===== src/rtl/rr_lock_arbiter.sv =====
// rr_lock_arbiter: round-robin arbiter with locked tenures and one TURN bubble between grants.
// Optional RR_TIMEOUT_EN forces release after MAX_HOLD cycles and pulses o_preempt.
`default_nettype none

module rr_lock_arbiter #(
  parameter int NUM_REQ  = 4,
  parameter int MAX_HOLD = 8,
  localparam int IDW     = (NUM_REQ > 1) ? $clog2(NUM_REQ) : 1
) (
  input  logic               i_clock,
  input  logic               i_reset,
  input  logic               i_en,
  input  logic [NUM_REQ-1:0] i_req,
  input  logic [NUM_REQ-1:0] i_release,
  output logic [NUM_REQ-1:0] o_gnt,
  output logic               o_gnt_valid,
  output logic [IDW-1:0]     o_gnt_id,
  output logic [IDW-1:0]     o_pri_ptr,
  output logic               o_preempt
);

  typedef enum logic [1:0] {
    IDLE  = 2'd0,
    GRANT = 2'd1,
    TURN  = 2'd2
  } state_t;

  state_t             r_state, w_state_nxt;
  logic [NUM_REQ-1:0] r_gnt, w_gnt_nxt;
  logic               r_gnt_valid, w_valid_nxt;
  logic [IDW-1:0]     r_gnt_id, w_id_nxt;
  logic [IDW-1:0]     r_ptr, w_ptr_nxt;
  logic               r_preempt, w_preempt_nxt;

  logic               w_found;
  logic [IDW-1:0]     w_win;
  logic [IDW-1:0]     w_idx;
  logic               w_rel;
  logic               w_drop;
  logic               w_timeout;
  logic               w_end;

  // Circular scan starting at r_ptr; NUM_REQ is a power of two so index wrap is free.
  always_comb begin
    w_found = 1'b0;
    w_win   = '0;
    w_idx   = '0;
    for (int i = 0; i < NUM_REQ; i++) begin
      w_idx = r_ptr + IDW'(i);
      if (!w_found && i_req[w_idx]) begin
        w_found = 1'b1;
        w_win   = w_idx;
      end
    end
  end

  assign w_rel  = i_release[r_gnt_id];
  assign w_drop = ~i_req[r_gnt_id];
  assign w_end  = (r_state == GRANT) && (w_rel || w_drop || w_timeout);

`ifdef RR_TIMEOUT_EN
  localparam int HW = (MAX_HOLD > 2) ? $clog2(MAX_HOLD) : 1;
  localparam logic [HW-1:0] c_HOLD_LAST = HW'(MAX_HOLD - 1);

  logic [HW-1:0] r_hold_cnt, w_hold_nxt;

  assign w_timeout = (r_hold_cnt == c_HOLD_LAST);

  always_comb begin
    w_hold_nxt = '0;
    if (r_state == GRANT && !w_end)
      w_hold_nxt = (r_hold_cnt == c_HOLD_LAST) ? r_hold_cnt : r_hold_cnt + 1'b1;
  end

  always_ff @(posedge i_clock) begin
    if (i_reset) r_hold_cnt <= '0;
    else         r_hold_cnt <= w_hold_nxt;
  end
`else
  assign w_timeout = 1'b0;
`endif

  always_comb begin
    w_state_nxt   = r_state;
    w_gnt_nxt     = r_gnt;
    w_valid_nxt   = r_gnt_valid;
    w_id_nxt      = r_gnt_id;
    w_ptr_nxt     = r_ptr;
    w_preempt_nxt = 1'b0;
    case (r_state)
      IDLE: begin
        if (i_en && w_found) begin
          w_state_nxt = GRANT;
          w_gnt_nxt   = {{(NUM_REQ-1){1'b0}}, 1'b1} << w_win;
          w_valid_nxt = 1'b1;
          w_id_nxt    = w_win;
        end else begin
          w_gnt_nxt   = '0;
          w_valid_nxt = 1'b0;
          w_id_nxt    = '0;
        end
      end
      GRANT: begin
        if (w_end) begin
          w_state_nxt   = TURN;
          w_gnt_nxt     = '0;
          w_valid_nxt   = 1'b0;
          w_id_nxt      = '0;
          w_ptr_nxt     = r_gnt_id + 1'b1;
          // A real release or request drop in the timeout cycle wins over preemption.
          w_preempt_nxt = w_timeout && !w_rel && !w_drop;
        end
      end
      TURN: begin
        w_state_nxt = IDLE;
        w_gnt_nxt   = '0;
        w_valid_nxt = 1'b0;
        w_id_nxt    = '0;
      end
      default: begin
        w_state_nxt = IDLE;
        w_gnt_nxt   = '0;
        w_valid_nxt = 1'b0;
        w_id_nxt    = '0;
      end
    endcase
  end

  always_ff @(posedge i_clock) begin
    if (i_reset) begin
      r_state     <= IDLE;
      r_gnt       <= '0;
      r_gnt_valid <= 1'b0;
      r_gnt_id    <= '0;
      r_ptr       <= '0;
      r_preempt   <= 1'b0;
    end else begin
      r_state     <= w_state_nxt;
      r_gnt       <= w_gnt_nxt;
      r_gnt_valid <= w_valid_nxt;
      r_gnt_id    <= w_id_nxt;
      r_ptr       <= w_ptr_nxt;
      r_preempt   <= w_preempt_nxt;
    end
  end

  assign o_gnt       = r_gnt;
  assign o_gnt_valid = r_gnt_valid;
  assign o_gnt_id    = r_gnt_id;
  assign o_pri_ptr   = r_ptr;
  assign o_preempt   = r_preempt;

endmodule

`default_nettype wire


===== config.mk =====
export PLATFORM = sky130hd
export DESIGN_NAME = rr_lock_arbiter
export DESIGN_NICKNAME = d
export VERILOG_FILES = /design/src/rtl/rr_lock_arbiter.sv
export SDC_FILE = /design/constraint.sdc
export NUM_CORES = 1
export LEC_CHECK = 0
export ABC_CLOCK_PERIOD_IN_PS = 4600
export CORE_AREA = 10 10 47 49
export DETAILED_ROUTE_END_ITERATION = 8
export DIE_AREA = 0 0 57 59
export PLACE_DENSITY_LB_ADDON = 0.12
export SETUP_SLACK_MARGIN = 0.05
export SYNTH_ARGS = -nofsm -noshare
export SYNTH_HDL_FRONTEND = slang
export SYNTH_SLANG_ARGS = --single-unit

===== constraint.sdc =====
create_clock -name i_clock -period 4.6 [get_ports i_clock]
set_input_delay 0.92 -clock i_clock [delete_from_list [all_inputs] [get_ports i_clock]]
set_output_delay 0.92 -clock i_clock [all_outputs]
set_load 0.05 [all_outputs]

==> results of run 1 <==
==> worst min path at each step <==
| stage | from | endpoint | cells after the start |
|---|---|---|---|
| after floorplan | r_state[0] | r_state[1] | 2 |
| after global placement | o_gnt[0] | o_gnt[0] | 2 |
| after detailed placement | o_gnt[2] | o_gnt[2] | 2 |
| after CTS | o_gnt[2] | o_gnt[2] | 2 |
| after global routing | o_gnt[0] | o_gnt[0] | 2 |
| final | o_gnt[2] | o_gnt[2] | 2 |
==> per-layer routing <==
metal | wire length [um] | vias up | global-route usage (%)
met1 | 676 | 246 | 9.94
met2 | 627 | 21 | 13.0
met3 | 168 | 4 | 5.36
met5 | 0 | - | 0
met4 | 23 | 0 | 4.03
li1 | - | 270 | -
==> sequential cells by signal, summed over array words and instances (netlist names) <==
| register | flops |
|---|---|
| r_state | 2 |
| o_gnt | 4 |
| o_pri_ptr | 2 |
| o_gnt_id | 2 |
| o_gnt_valid | 1 |
==> cells by family after synthesis <==
| logic type | count (synthesis) |
|---|---|
| xor gates and xnor gates | 1 |
| other | 1 |
| AOI/OAI and AO/OA | 14 |
| muxes | 3 |
| DFF | 11 |
| and+or+nand+nor | 29 |
| buffers and inverters | 4 |
==> synth_stat cells, drive strengths merged <==
master / instances / area share [%]
nand2: 5 / 3.3
nor2: 8 / 5.3
and4b: 1 / 1.8
xor2: 1 / 1.6
or2: 1 / 1.1
o31ai: 3 / 4.0
dfxtp: 11 / 39
nor4: 2 / 3.3
o22a: 1 / 1.6
o21a: 1 / 1.3
nand2b: 2 / 2.2
a21oi: 7 / 6.2
clkbuf: 2 / 1.3
nor3b: 2 / 3.5
nor4bb: 1 / 1.8
inv: 1 / 0.66
and4bb: 1 / 2.2
o22ai: 1 / 1.1
buf: 1 / 1.3
a22oi: 1 / 1.3
nand3b: 3 / 4.7
mux2: 1 / 2.0
mux2i: 2 / 3.5
nor3: 1 / 0.89
conb: 1 / 0.66
nor4b: 2 / 4.2
==> power groups by stage <==
stage,sequential [mW],clock [mW],combinational [mW]
3_3_place_gp,0.107,0,0.0537
2_1_floorplan,0.118,0,0.0219
4_1_cts,0.104,0.0667,0.0543
5_1_grt,0.105,0.0701,0.0577
3_5_place_dp,0.107,0,0.0538
6_report,0.104,0.0652,0.0539
==> metrics by stage <==
stage | setup slack, ps | std cells | utilization, %
floorplan | 2550 | 63 | -
global placement | 1830 | 95 | 54.2
detailed placement | 1830 | 95 | 54.2
CTS | 2050 | 99 | 56.1
global route | 1910 | 99 | 56.1
finish | 2050 | 99 | 56.1
==> final cells by class <==
class	count	area [um2]
well taps	16	20.0
fillers	144	616
inverters	1	3.75
repair buffers	19	190
flip-flops and latches	11	220
clock buffers	4	26.3
multi-input cells	48	325
==> flow_summary.json, run 1 <==
{
  "drtIter0Drc": 14,
  "first_global_vias": 523,
  "cts.htree.levels": 1,
  "mappedNetlistArea_um2": 564,
  "hp-class": "reg -> reg",
  "p_comb_share_pct": 24.1,
  "r2r_slack_ps": 2840,
  "min_period_ps": 2550,
  "rows": 14,
  "cpLargestDelayFamily": "buffers and inverters",
  "cts_tree": "built",
  "synth_compound_area_share_pct": 15.5,
  "worst-slew-pin-transition_ps": 500,
  "cp.required_ps": 3680,
  "setup.worst_path.start": "o_gnt_id[0]",
  "numCtsBuffers": 3,
  "vdd_drop_max_uv": 177,
  "ctsHoldBuffers": 0,
  "grt_pass1_wl_um": 2390,
  "synth_seq_cells": 11,
  "p_clk_share_pct": 29.2,
  "finalHoldViolCount": 0,
  "layout-drive-gt1-share_pct": 9.64,
  "r2r_end": "o_pri_ptr[0]",
  "synth_top_family_by_area": "simple AND/OR/NAND/NOR gates",
  "synth_simple_gate_area_share_pct": 34.4,
  "end_kind": "primary output",
  "io_buffers": 19,
  "critPathKind": "reg -> out",
  "grt.overflow.total": 0,
  "die-area_mm2": 0.00336,
  "insertion_delay_ps": 270,
  "core_area_mm2": 0.00140,
  "clk_path_buf_depth": 2,
  "cts_resized": 0,
  "stdcell_area_um2": 786,
  "power_mw": 0.224,
  "wl_per_cell_um": 15.1,
  "worstPathArrival_ps": 1630,
  "max_stage_delay_ps": 870,
  "synth.avg_cell_area_um2": 8.96,
  "synthXorXnorAreaFrac_pct": 1.55,
  "drt.antenna.violating_nets": 0,
  "vias": 541,
  "endpoint": "o_gnt_id[0]",
  "synth-adder-area-share_pct": 0,
  "max_slew_margin_pct": 66.6,
  "clkTransAtPathRegs_ps": 70,
  "slew_viol_final": 0,
  "outcome": "completed",
  "power.density_mw_per_mm2": 285,
  "leakage_nw": 0.285,
  "skew_ps": 4.17,
  "globalplace.congestion": 0.740,
  "cts_root_buf": "clkbuf_4",
  "synth_cells": 63,
  "rsz0062_at_grt": "false",
  "start_util_pct": 40.3,
  "path_max_fanout": 8,
  "post_cts_buffers": 0,
  "muxShareOfSynthArea_pct": 5.54,
  "fp.dieW_um": 57,
  "syn-num-nets": 74,
  "placed_area_um2": 759,
  "antenna_found_initial": 0,
  "switching_power_mw": 0.0670,
  "hold_slack_ps": 461,
  "dp_hpwl_um": 1160,
  "antennaDiodeCount": 0,
  "seqPwrFrac_pct": 46.7,
  "syn2layout_area_growth_pct": 39.2,
  "cts_sinks": 11,
  "routed_wl_um": 1500,
  "nNetsFinal": 95,
  "maxCapViolCount": 0,
  "path_cells": "clkdlybuf4s50_1",
  "ios": 21,
  "critPathSlowestCell": "clkdlybuf4s50_1",
  "groute.usage.overall_pct": 8.84,
  "die-height_um": 59,
  "grt_max_degree": 14,
  "r2r_cells": 5,
  "routed_via_density": 5.46,
  "clock.fmax_mhz": 392,
  "final_common_cell": "clkdlybuf4s50_1",
  "dr.pass1.iters": 4,
  "crit_cells": 1,
  "synth_seq_area_share_pct": 39.0,
  "ys_warn_count": 0,
  "most-common-layout-cells": "clkdlybuf4s50_1, dfxtp_1, nor2_1",
  "drc": 0,
  "rr_startpoint": "o_gnt_id[1]",
  "tns_ps": 0,
  "swShare_pct": 29.9,
  "final-setup-viol-count": 0,
  "cp_num_buf_inv": 1,
  "ys_types": 30,
  "startpoint_type": "flip-flop",
  "power.internal_mw": 0.157,
  "finalCritPeriodShare_pct": 55.5
}
Note: power is estimated with default switching activity, not from simulation.
==> inputs of run 2 (changes only) <==
Settings changed: ABC_CLOCK_PERIOD_IN_PS 4600 to 2500, CORE_AREA 10 10 47 49 to unset, CORE_MARGIN set to 10, CORE_UTILIZATION set to 41, DIE_AREA 0 0 57 59 to unset.
Clock period 4.6 ns to 2.5 ns, I/O delays scaled along.
==> run 2 against run 1 <==
Against the previous run:
- design area rose by 1.9%
- wire length fell by 5.0%
- non-clock buffer count rose by 2
- clock-buffer cell count fell by 1
- global-route usage rose by 0.23 points
- hold slack improved by 2.9 ps
- combinational power rose by 89%
- core utilization rose by 5.5 points
- sequential power rose by 85%
==> flow_summary.json, run 2 (synthesis results as in run 1) <==
{
  "most-common-layout-cells": "clkdlybuf4s50_1, dfxtp_1, nor2_1",
  "final_common_cell": "clkdlybuf4s50_1",
  "nNetsFinal": 97,
  "insertion_delay_ps": 270,
  "slew_viol_final": 0,
  "vias": 529,
  "min_period_ps": 2110,
  "cts.htree.levels": 1,
  "drc": 0,
  "tns_ps": 0,
  "power.density_mw_per_mm2": 514,
  "cp_num_buf_inv": 1,
  "n_fill_cell": 126,
  "drt.antenna.violating_nets": 0,
  "dr.pass1.iters": 4,
  "clkTransAtPathRegs_ps": 70,
  "p_clk_share_pct": 28.7,
  "hp-class": "reg -> reg",
  "drtIter0Drc": 8,
  "routed_via_density": 5.29,
  "power_mw": 0.412,
  "numCtsBuffers": 3,
  "path_cells": "clkdlybuf4s50_1",
  "fp.dieW_um": 57.1,
  "core_area_mm2": 0.00130,
  "cts_root_buf": "clkbuf_4",
  "dp_hpwl_um": 1110,
  "finalHoldViolCount": 0,
  "grt_use_met1_pct": 10.1,
  "post_cts_buffers": 0,
  "startpoint_type": "flip-flop",
  "r2r_slack_ps": 810,
  "crit_cells": 1,
  "first_global_vias": 530,
  "finalCritPeriodShare_pct": 84.3,
  "groute.usage.overall_pct": 9.07,
  "p_comb_share_pct": 24.8,
  "start_util_pct": 43.4,
  "endpoint": "o_gnt_id[0]",
  "r2r_cells": 5,
  "setup.worst_path.start": "o_gnt_id[0]",
  "antenna_found_initial": 0,
  "final_cells": 100,
  "switching_power_mw": 0.124,
  "rr_startpoint": "o_gnt_id[1]",
  "syn2layout_area_growth_pct": 41.9,
  "skew_ps": 8.07,
  "cts_tree": "built",
  "io_buffers": 19,
  "critPathSlowestCell": "clkdlybuf4s50_1",
  "end_kind": "primary output",
  "maxCapViolCount": 0,
  "leakage_nw": 0.299,
  "antennaDiodeCount": 0,
  "cpLargestDelayFamily": "buffers and inverters",
  "largest_register_ffs": 4,
  "max_slew_margin_pct": 66.6,
  "worstPathArrival_ps": 1610,
  "r2r_end": "o_pri_ptr[0]",
  "grtUsageMet3_pct": 4.42,
  "cts_sinks": 11,
  "top_usage_layer": "met2",
  "worst-slew-pin-transition_ps": 499,
  "clock.fmax_mhz": 475,
  "power.internal_mw": 0.288,
  "grt.overflow.total": 0,
  "die-area_mm2": 0.00326,
  "cp.required_ps": 2000,
  "timing.final.ws_setup_ps": 393,
  "critPathKind": "reg -> out",
  "ctsHoldBuffers": 0,
  "swShare_pct": 30.0,
  "layout-drive-gt1-share_pct": 12.9,
  "place_inst": 96,
  "met2_usage_pct": 13.3,
  "clk_path_buf_depth": 2,
  "routed_wl_um": 1420,
  "grt_pass1_wl_um": 2420,
  "seqPwrFrac_pct": 46.6,
  "vdd_drop_max_uv": 354,
  "cts_resized": 0,
  "final-setup-viol-count": 0,
  "die-height_um": 57.1,
  "grt_max_degree": 14,
  "outcome": "completed",
  "max_stage_delay_ps": 860,
  "ios": 21,
  "rsz0062_at_grt": "false",
  "globalplace.congestion": 0.767,
  "rows": 13,
  "dp_slack_ps": 233,
  "wl_per_cell_um": 14.2,
  "path_max_fanout": 8
}
[run 2: final cells by class]
type / instances / area [um2] / share of cell area (%)
clock buffer: 3 / 22.5 / 2.81
clock inverter: 1 / 5.00 / 0.625
inverter: 1 / 3.75 / 0.469
multi-input combinational: 48 / 325 / 40.6
sequential: 11 / 220 / 27.5
tap: 15 / 18.8 / 2.34
timing repair buffer: 21 / 205 / 25.6
[run 2: worst min path at each step]
stage,startpoint,slack [ps],cells after the start,endpoint
after floorplan,r_state[0],500,2,r_state[1]
after global placement,o_gnt[2],450,2,o_gnt[2]
after detailed placement,o_gnt[2],450,2,o_gnt[2]
after CTS,o_gnt[2],470,2,o_gnt[2]
after global routing,o_gnt[0],500,2,o_gnt[0]
final,o_gnt[2],460,2,o_gnt[2]
[run 2: power by group through the flow]
stage | logic (mW) | clock network [mW] | registers, mW
6_report | 0.102 | 0.118 | 0.192
5_1_grt | 0.110 | 0.132 | 0.193
4_1_cts | 0.103 | 0.124 | 0.192
3_5_place_dp | 0.102 | 0 | 0.196
3_3_place_gp | 0.102 | 0 | 0.196
2_1_floorplan | 0.0402 | 0 | 0.217
[run 2: worst register-to-register path, stage by stage (launching register included)]
cell,delay [ps]
dfxtp_1,450
and4bb_1,230
nor4_2,380
nand3b_2,170
mux2_1,340
nor2_1,80
[run 2: per-layer routing]
layer,vias to the layer above,share of wire (%)
met5,-,0
met3,2,11
met4,0,0.56
met1,235,45
met2,20,44
li1,272,-
[run 2: per-stage QoR]
step                hold WS, ps  cell area (um2)  utilization [%]
CTS                         465              801             61.5
detailed placement          451              773             59.4
global route                504              801             61.5
floorplan                   496              564                -
finish                      463              801             61.5
global placement            452              773             59.4
